[src/rtl/aes_pkg.sv]
// Shared AES definitions: round count, round-constant table, key-expander
// FSM state type and the 128-bit key type. Used by the key expander and
// available to the cipher core.
package aes_pkg;

    localparam int unsigned NR = 10;

    typedef logic [127:0] key128_t;

    typedef enum logic [1:0] {
        IDLE   = 2'd0,
        EXPAND = 2'd1,
        DONE   = 2'd2
    } kx_state_t;

    // Round constants Rcon[1..10]; element 1 is the leftmost byte.
    localparam logic [1:10][7:0] RCON = {
        8'h01, 8'h02, 8'h04, 8'h08, 8'h10,
        8'h20, 8'h40, 8'h80, 8'h1b, 8'h36
    };

    // RotWord: cyclic left rotation of a 32-bit word by one byte.
    function automatic logic [31:0] rot_word(input logic [31:0] w);
        return {w[23:0], w[31:24]};
    endfunction

endpackage

[src/rtl/aes_sbox.sv]
// AES forward S-box, purely combinational byte substitution.
// Shared between the key expander (SubWord) and the cipher core.
module aes_sbox (
    input  logic [7:0] din,
    output logic [7:0] dout
);

    // Byte 0x00 maps through the leftmost entry, 0xff through the rightmost.
    localparam logic [0:255][7:0] SBOX_TABLE = {
        128'h637c777bf26b6fc53001672bfed7ab76,
        128'hca82c97dfa5947f0add4a2af9ca472c0,
        128'hb7fd9326363ff7cc34a5e5f171d83115,
        128'h04c723c31896059a071280e2eb27b275,
        128'h09832c1a1b6e5aa0523bd6b329e32f84,
        128'h53d100ed20fcb15b6acbbe394a4c58cf,
        128'hd0efaafb434d338545f9027f503c9fa8,
        128'h51a3408f929d38f5bcb6da2110fff3d2,
        128'hcd0c13ec5f974417c4a77e3d645d1973,
        128'h60814fdc222a908846eeb814de5e0bdb,
        128'he0323a0a4906245cc2d3ac629195e479,
        128'he7c8376d8dd54ea96c56f4ea657aae08,
        128'hba78252e1ca6b4c6e8dd741f4bbd8b8a,
        128'h703eb5664803f60e613557b986c11d9e,
        128'he1f8981169d98e949b1e87e9ce5528df,
        128'h8ca1890dbfe6426841992d0fb054bb16
    };

    // Table lookup.
    always_comb begin
        dout = SBOX_TABLE[din];
    end

endmodule

[src/rtl/aes_key_expander.sv]
// AES-128 key expander: on an accepted start, stores the cipher key as round
// key 0 and derives round keys 1..10 at one per clock, then pulses key_done.
// Round keys are readable by index at any time; key_valid marks a complete set.
// Optional macro AES_KEY_RDREG_EN registers rd_key (1-cycle read latency);
// without it rd_key is combinational from rd_round.
module aes_key_expander
    import aes_pkg::*;
(
    input  logic         clk,
    input  logic         rst,
    input  logic         key_start,
    input  logic         key_mode,
    input  logic [127:0] key_in,
    input  logic [3:0]   rd_round,
    output logic [127:0] rd_key,
    output logic         key_done,
    output logic         key_busy,
    output logic         key_valid
);

    localparam logic [3:0] LAST_ROUND = 4'(NR);

    kx_state_t    state;
    logic [3:0]   round;
    key128_t      work;
    key128_t      round_keys [0:NR];

    logic [31:0]  w0, w1, w2, w3;
    logic [31:0]  rot;
    logic [31:0]  sub;
    logic [31:0]  temp;
    logic [7:0]   rcon_sel;
    key128_t      next_key;
    key128_t      rd_sel;

    assign w0  = work[127:96];
    assign w1  = work[95:64];
    assign w2  = work[63:32];
    assign w3  = work[31:0];
    assign rot = rot_word(w3);

    for (genvar i = 0; i < 4; i++) begin : g_subword
        aes_sbox u_sbox (
            .din  (rot[8*i +: 8]),
            .dout (sub[8*i +: 8])
        );
    end

    // Next round key from the previous one held in the working register.
    always_comb begin
        rcon_sel = '0;
        if (round >= 4'd1 && round <= LAST_ROUND) begin
            rcon_sel = RCON[round];
        end
        temp     = sub ^ {rcon_sel, 24'h000000};
        next_key = '0;
        next_key[127:96] = w0 ^ temp;
        next_key[95:64]  = w1 ^ w0 ^ temp;
        next_key[63:32]  = w2 ^ w1 ^ w0 ^ temp;
        next_key[31:0]   = w3 ^ w2 ^ w1 ^ w0 ^ temp;
    end

    // Control FSM with registered flags and round-key storage.
    always_ff @(posedge clk or posedge rst) begin
        if (rst) begin
            state     <= IDLE;
            round     <= '0;
            key_done  <= 1'b0;
            key_busy  <= 1'b0;
            key_valid <= 1'b0;
            work      <= '0;
            for (int unsigned i = 0; i <= NR; i++) begin
                round_keys[i] <= '0;
            end
        end else begin
            case (state)
                IDLE: begin
                    key_done <= 1'b0;
                    if (key_start && !key_mode) begin
                        round_keys[0] <= key_in;
                        work          <= key_in;
                        round         <= 4'd1;
                        key_valid     <= 1'b0;
                        key_busy      <= 1'b1;
                        state         <= EXPAND;
                    end
                end
                EXPAND: begin
                    round_keys[round] <= next_key;
                    work              <= next_key;
                    if (round == LAST_ROUND) begin
                        key_done <= 1'b1;
                        state    <= DONE;
                    end else begin
                        round <= round + 4'd1;
                    end
                end
                DONE: begin
                    key_done  <= 1'b0;
                    key_busy  <= 1'b0;
                    key_valid <= 1'b1;
                    round     <= '0;
                    state     <= IDLE;
                end
                default: begin
                    state <= IDLE;
                end
            endcase
        end
    end

    // Read-port selection; indices beyond the last round read as zero.
    always_comb begin
        rd_sel = '0;
        if (rd_round <= LAST_ROUND) begin
            rd_sel = round_keys[rd_round];
        end
    end

`ifdef AES_KEY_RDREG_EN
    // Registered read port.
    always_ff @(posedge clk or posedge rst) begin
        if (rst) begin
            rd_key <= '0;
        end else begin
            rd_key <= rd_sel;
        end
    end
`else
    // Combinational read port.
    always_comb begin
        rd_key = rd_sel;
    end
`endif

endmodule

[config.mk]
export PLATFORM = sky130hd
export DESIGN_NAME = aes_key_expander
export DESIGN_NICKNAME = d
export VERILOG_FILES = /design/src/rtl/aes_pkg.sv /design/src/rtl/aes_sbox.sv /design/src/rtl/aes_key_expander.sv
export SDC_FILE = /design/constraint.sdc
export NUM_CORES = 2
export LEC_CHECK = 0
export BUFFER_PORTS_ARGS = -buffer_cell sky130_fd_sc_hd__buf_2
export CAP_MARGIN = 30
export CORE_MARGIN = 4
export CORE_UTILIZATION = 59
export CTS_BUF_LIST = sky130_fd_sc_hd__clkbuf_8
export CTS_CLUSTER_DIAMETER = 100
export DETAILED_ROUTE_END_ITERATION = 6
export PLACE_DENSITY = 0.82
export SLEW_MARGIN = 20
export SYNTH_ARGS = -nofsm -noshare
export SYNTH_HDL_FRONTEND = slang
export SYNTH_SLANG_ARGS = --single-unit
[constraint.sdc]
create_clock -name clk -period 57.4 [get_ports clk]
set_input_delay 17.22 -clock clk [delete_from_list [all_inputs] [get_ports clk]]
set_output_delay 17.22 -clock clk [all_outputs]
set_load 0.1 [all_outputs]
-- Word level (Yosys, flattened, before mapping)
Memory sizes are Yosys's and may differ from the RTL's.
Cells that the tools add are included.
- reduce and logical (&&, ||, !) cells: 15
- bitwise gates (word level): 17
- equality and inequality tests: 6
- add/sub/neg operators: 1
- magnitude comparators: 10
- mux-type cells: 33
- operator list (cell ; count):
    $bwmux W1408 ; 1
    $mux W128 ; 5
    $bmux W128 S4 ; 1
    $demux W128 S4 ; 1
    $pmux W128 S2 ; 2
    $xor A32 B32 Y32 ; 11
    $mux W8 ; 11
    $ge A9 B9 Y1 const B ; 4
    $not A8 Y9 ; 4
    $pmux W4 S3 ; 1
    $ge A5 B5 Y1 const B ; 2
    $not A4 Y5 ; 2
    $le A4 B4 Y1 const B ; 2
    $mux W4 ; 2
    $reduce_and A2 Y1 ; 4
    $ne A2 B2 Y1 const B ; 3
    $pmux W1 S2 ; 3
    $reduce_bool A2 Y1 ; 3
    $lt A5 B1 Y1 const B ; 1
    $add A4 B1 Y4 const B ; 1
    $eq A4 B4 Y1 const B ; 1
    $ge A4 B1 Y1 const B ; 1
    $mux W2 ; 2
    $pmux W2 S2 ; 1
    9 further kinds ; 13
- memories kept: 5
- output and inout port bits: 131
- input bits: 136
- word-level logic and storage cells: 104
- bits in read-only memories: 8320
- register bits: 1545
- memories (name ; depth ; bits a word ; rd ports ; clocked after Yosys merged registers in ; write ports ; RTL line ; text):
    (name not given) ; 256 ; 8 ; 1 ; 0 ; 0 ; aes_sbox.sv:30 ; dout = SBOX_TABLE[din];
    (name not given) ; 256 ; 8 ; 1 ; 0 ; 0 ; aes_sbox.sv:30 ;
    (name not given) ; 256 ; 8 ; 1 ; 0 ; 0 ; aes_sbox.sv:30 ;
    (name not given) ; 256 ; 8 ; 1 ; 0 ; 0 ; aes_sbox.sv:30 ;
    (name not given) ; 16 ; 8 ; 1 ; 0 ; 0 ; aes_key_expander.sv:53 ; rcon_sel = RCON[round];

-- Depth between registers and ports, before layout
- word-level depth: 9
- depth in mapped cells: 17
- mapped depth without buffers: 11

-- By module
From an unflattened synthesis, not the netlist that was laid out.
- cells, all modules: 9014
- area, all modules: 82766.9 um^2
- modules (own cells, without submodules) (module ; times used ; area an instance (um^2) ; seq. area each (um^2) ; cells each):
    aes_key_expander ; 1 ; 69899.5 ; 38662.1 ; 6886
    aes_sbox ; 4 ; 3216.8 ; 0.0 ; 532

-- Worst setup path before layout
OpenSTA, ideal clock, no wires.
- kind: input-to-output
- start point: input rd_round[0]
- end point: output rd_key[107]
- required time: 40.180 ns
- buffers on the path: 4
- arrival: 20.271 ns
- cell stages on the path: 7
- slack: 19.909 ns
- cell sequence: clkbuf_1 > buf_1 > nor2b_1 > clkbuf_1 > clkbuf_1 > a21oi_1 > o22ai_1
- word-level cells in the longest chain between the ends: 5
- elaborated cells between the ends (all ways): 6
- classes of those cells: order compare: 1; mux: 4; bitwise: 1
- ends and longest elaborated chain (item ; RTL line ; text):
    start, declared ; aes_key_expander.sv:14 ; input logic [3:0] rd_round,
    $not A4 Y5 (implied by the code) ; aes_key_expander.sv:116 ; rd_sel = round_keys[rd_round];
    $bmux W128 S4 ; aes_key_expander.sv:116 ;
    $mux W128 (implied by the code) (2 in series) ; aes_key_expander.sv:116 ;
    $mux W128 (*) ; aes_key_expander.sv:115 ; if (rd_round <= LAST_ROUND) begin
    end, declared ; aes_key_expander.sv:15 ; output logic [127:0] rd_key,
Every way passes the cells marked *; elsewhere a longest branch is shown, timed or not. The select of a mux whose other input is x is not followed.

-- Worst setup path after layout
- start point: input rd_round[1]
- end point: output rd_key[75]
The elaborated chain is that of the path after synthesis.

==> impl_metrics.csv <==
group,metric,value,unit
sta,fin_setup_tns,0,ns
route,avgViaCountPerCell,6.98,
sta,rsz0062_at_grt,"no",
route,ant_nets,0,
clocking,cts-buffers-inserted,275,
clocking,post_cts_resized,0,
route,via_count,76800,
clocking,clock_sinks,1545,
sta,slew_violations,0,
clocking,postCtsHoldBufs,0,
synthesis,synth.net_count,9295,
worst_setup_path,path_class,"in2out",
worst_setup_path,worstPathArrival,21.49,ns
global_routing,grt_util_met1,56.8,%
worst_setup_path,cpPeakStageDelay,0.88,ns
global_routing,grt_overflow,0,
final_layout,syn_to_final_growth,9.18,%
synthesis,synth_top_area_share,45.3,%
worst_setup_path,path_delay_family,"buffers and inverters",
global_routing,use_met2,61.9,%
sta,relSlewSlack,18.1,%
worst_hold_path,min_path_type,"reg2reg",
worst_setup_path,crit_path_end_kind,"output port",
synthesis,yosysUniqueCellTypes,122,
worst_setup_path,path_buf_inv,5,
worst_setup_path,critical_path.startpoint_type,"primary input",
sta,fin_skew,0.101,ns
clocking,clkLatencyLatePin,1.04,ns
route,drc,1,
clocking,path_clk_slew,0.06,ns
synthesis,syn_inst,9091,
floorplanning,die_height,388,um
clocking,ctsHtreeMaxLevel,5,
synthesis,seq_area_frac_synth,45.3,%
synthesis,synth_commonest_cells,"1609 x nand2_1, 1545 x dfrtp_1, 1518 x o21ai_0, 690 x clkbuf_1, 520 x a21oi_1",
global_routing,first_global_vias,74000,
global_routing,grt_usage,42.9,%
status,status,"finished with violations",
floorplanning,dieArea,151000,um2
route,avgRoutedWirePerCell,29.9,um
worst_setup_path,path_max_fanout,126,
synthesis,synthArstFlopShare,100,%
clocking,post_cts_buffers,0,
worst_setup_path,crit_top_cell,"buf_12",
route,first_pass_iters,7,
worst_setup_path,crit_chain,"buf_8 -> buf_12 -> buf_12 -> buf_4 -> mux4_2 -> mux2i_1 -> o22ai_1 -> buf_2",
global_routing,grt_max_degree,194,
synthesis,synth_seq_cells,1545,
status,violations,"DRC",
sta,period_share,67.4,%
route,routed_wl,330000,um
synthesis,ys_warn_count,0,
sta,max_freq,0.0258,GHz
synthesis,yosysTopAreaCell,"dfrtp_1",
synthesis,synth_edf_count,0,
floorplanning,rows,139,
final_layout,utilization,64.8,%
global_routing,gr-usage-met3,14.1,%
synthesis,yosys-top-cells-area,"dfrtp_1 45%, o21ai_0 8.9%, mux4_2 7.9%, nand2_1 7.1%, mux2i_1 3.5%",
worst_setup_path,cp_slowest_cell,"buf_4",
final_layout,nets,9110,
placed_design,port_buffers,266,
synthesis,syn-cell-area,85300,um2
floorplanning,ios,267,
final_layout,drive_gt1_share,15.2,%
placed_design,pre_cts_ws,18.73,ns
flow_run,maxCapViolCount,0,
worst_setup_path,cp_data_required_time,40.18,ns
route,initialDrtViolationCount,10500,
floorplanning,die_w,388,um
sta,worst_slack,18.69,ns
clocking,cts_tree,"yes",
synthesis,syn_area_per_cell,9.38,um2
sta,period_needed,38.71,ns
placed_design,gp_congestion,1.08,
worst_setup_path,r2r_slack,50.75,ns
global_routing,grt_pass1_wl,485000,um
global_routing,busiest_layer,"met2",
clocking,cts_buffer_depth,4,
clocking,root_buffer,"clkbuf_8",
sta,final-setup-viol-count,0,
floorplanning,core,144000,um2
sta,worstMarginPinSlew,1.23,ns
placed_design,hpwlAfterDp,218000,um
floorplanning,initial_utilization,59.4,%
sta,hold_ws,0.473,ns
sta,hold_viol,0,
synthesis,synth-main-ff-cell,"dfrtp_1",
global_routing,antenna_found_initial,39,
synthesis,yosysMostFrequentCell,"nand2_1",
==> tightest hold or removal path: stages, from the launching register on <==
cell and delay, ns:
dfrtp_1 0.33, nand2_1 0.05, o21ai_0 0.06
==> area by class of cell <==
| cell class | count | area (um2) |
|---|---|---|
| well taps | 1903 | 2380 |
| multi-input cells | 6501 | 42600 |
| clock buffers | 336 | 4620 |
| fillers | 11000 | 50500 |
| flip-flops and latches | 1545 | 38700 |
| clock inverters | 117 | 668 |
| repair buffers | 509 | 3810 |
| inverters | 74 | 287 |
| diodes | 25 | 62.6 |
==> final timing paths <==
check / startpoint / to / cells after the start
setup / recovery: rd_round[1] / rd_key[75] / 8
hold / removal: round_keys[1002]$_DFFE_PP0P_ / round_keys[1002]$_DFFE_PP0P_ / 2
setup reg to reg: work[25]$_DFFE_PP0P_ / round_keys[770]$_DFFE_PP0P_ / 12
hold reg to reg: round_keys[1002]$_DFFE_PP0P_ / round_keys[1002]$_DFFE_PP0P_ / 2
max in group asynchronous: rst / round_keys[550]$_DFFE_PP0P_ / 11
min in group asynchronous: rst / round_keys[891]$_DFFE_PP0P_ / 3
==> layer usage <==
metal / up-vias / share of wire (%)
li1: 32100 / -
met1: 37900 / 37
met2: 5607 / 43
met3: 1207 / 13
met4: 22 / 6.9
met5: - / 0.039
==> metrics by stage <==
step	cells	cell area [um2]
after floorplan	9091	85300
after global placement	10500	86700
after detailed placement	10500	87100
after CTS	11000	92400
after global routing	11000	93100
final	11000	93100
==> flip-flops by register name, indices dropped and copies added (netlist names) <==
register	count
key_valid	1
round_keys	1408
round	4
key_busy	1
state	2
work	128
key_done	1
==> kinds of logic after synthesis <==
kind of cell / after synthesis / synth area share (%)
AOI/OAI and AO/OA: 3009 / 20.8
xor gates and xnor gates: 190 / 2.76
adders and majority gates: 68 / 0.998
buffers and inverters: 1045 / 5.12
DFF: 1545 / 45.3
muxes: 613 / 11.6
and+or+nand+nor: 2621 / 13.3
==> cells in the final DEF (no fill, tap or decap), types with 88 or more instances in the layout <==
master / n
buf_2: 266
buf_4: 189
nand2b_1: 89
mux4_2: 299
a21oi_1: 519
inv_1: 134
o22ai_1: 202
a211oi_1: 90
nor3_1: 88
nor2_1: 369
mux2i_1: 294
dfrtp_1: 1533
o21ai_0: 1515
nor2b_1: 90
nand3_1: 108
nand2_1: 1608
clkbuf_8: 336
Power is not shown: default switching activity piles up to over one toggle a cycle in this logic, so the estimate is an artifact.
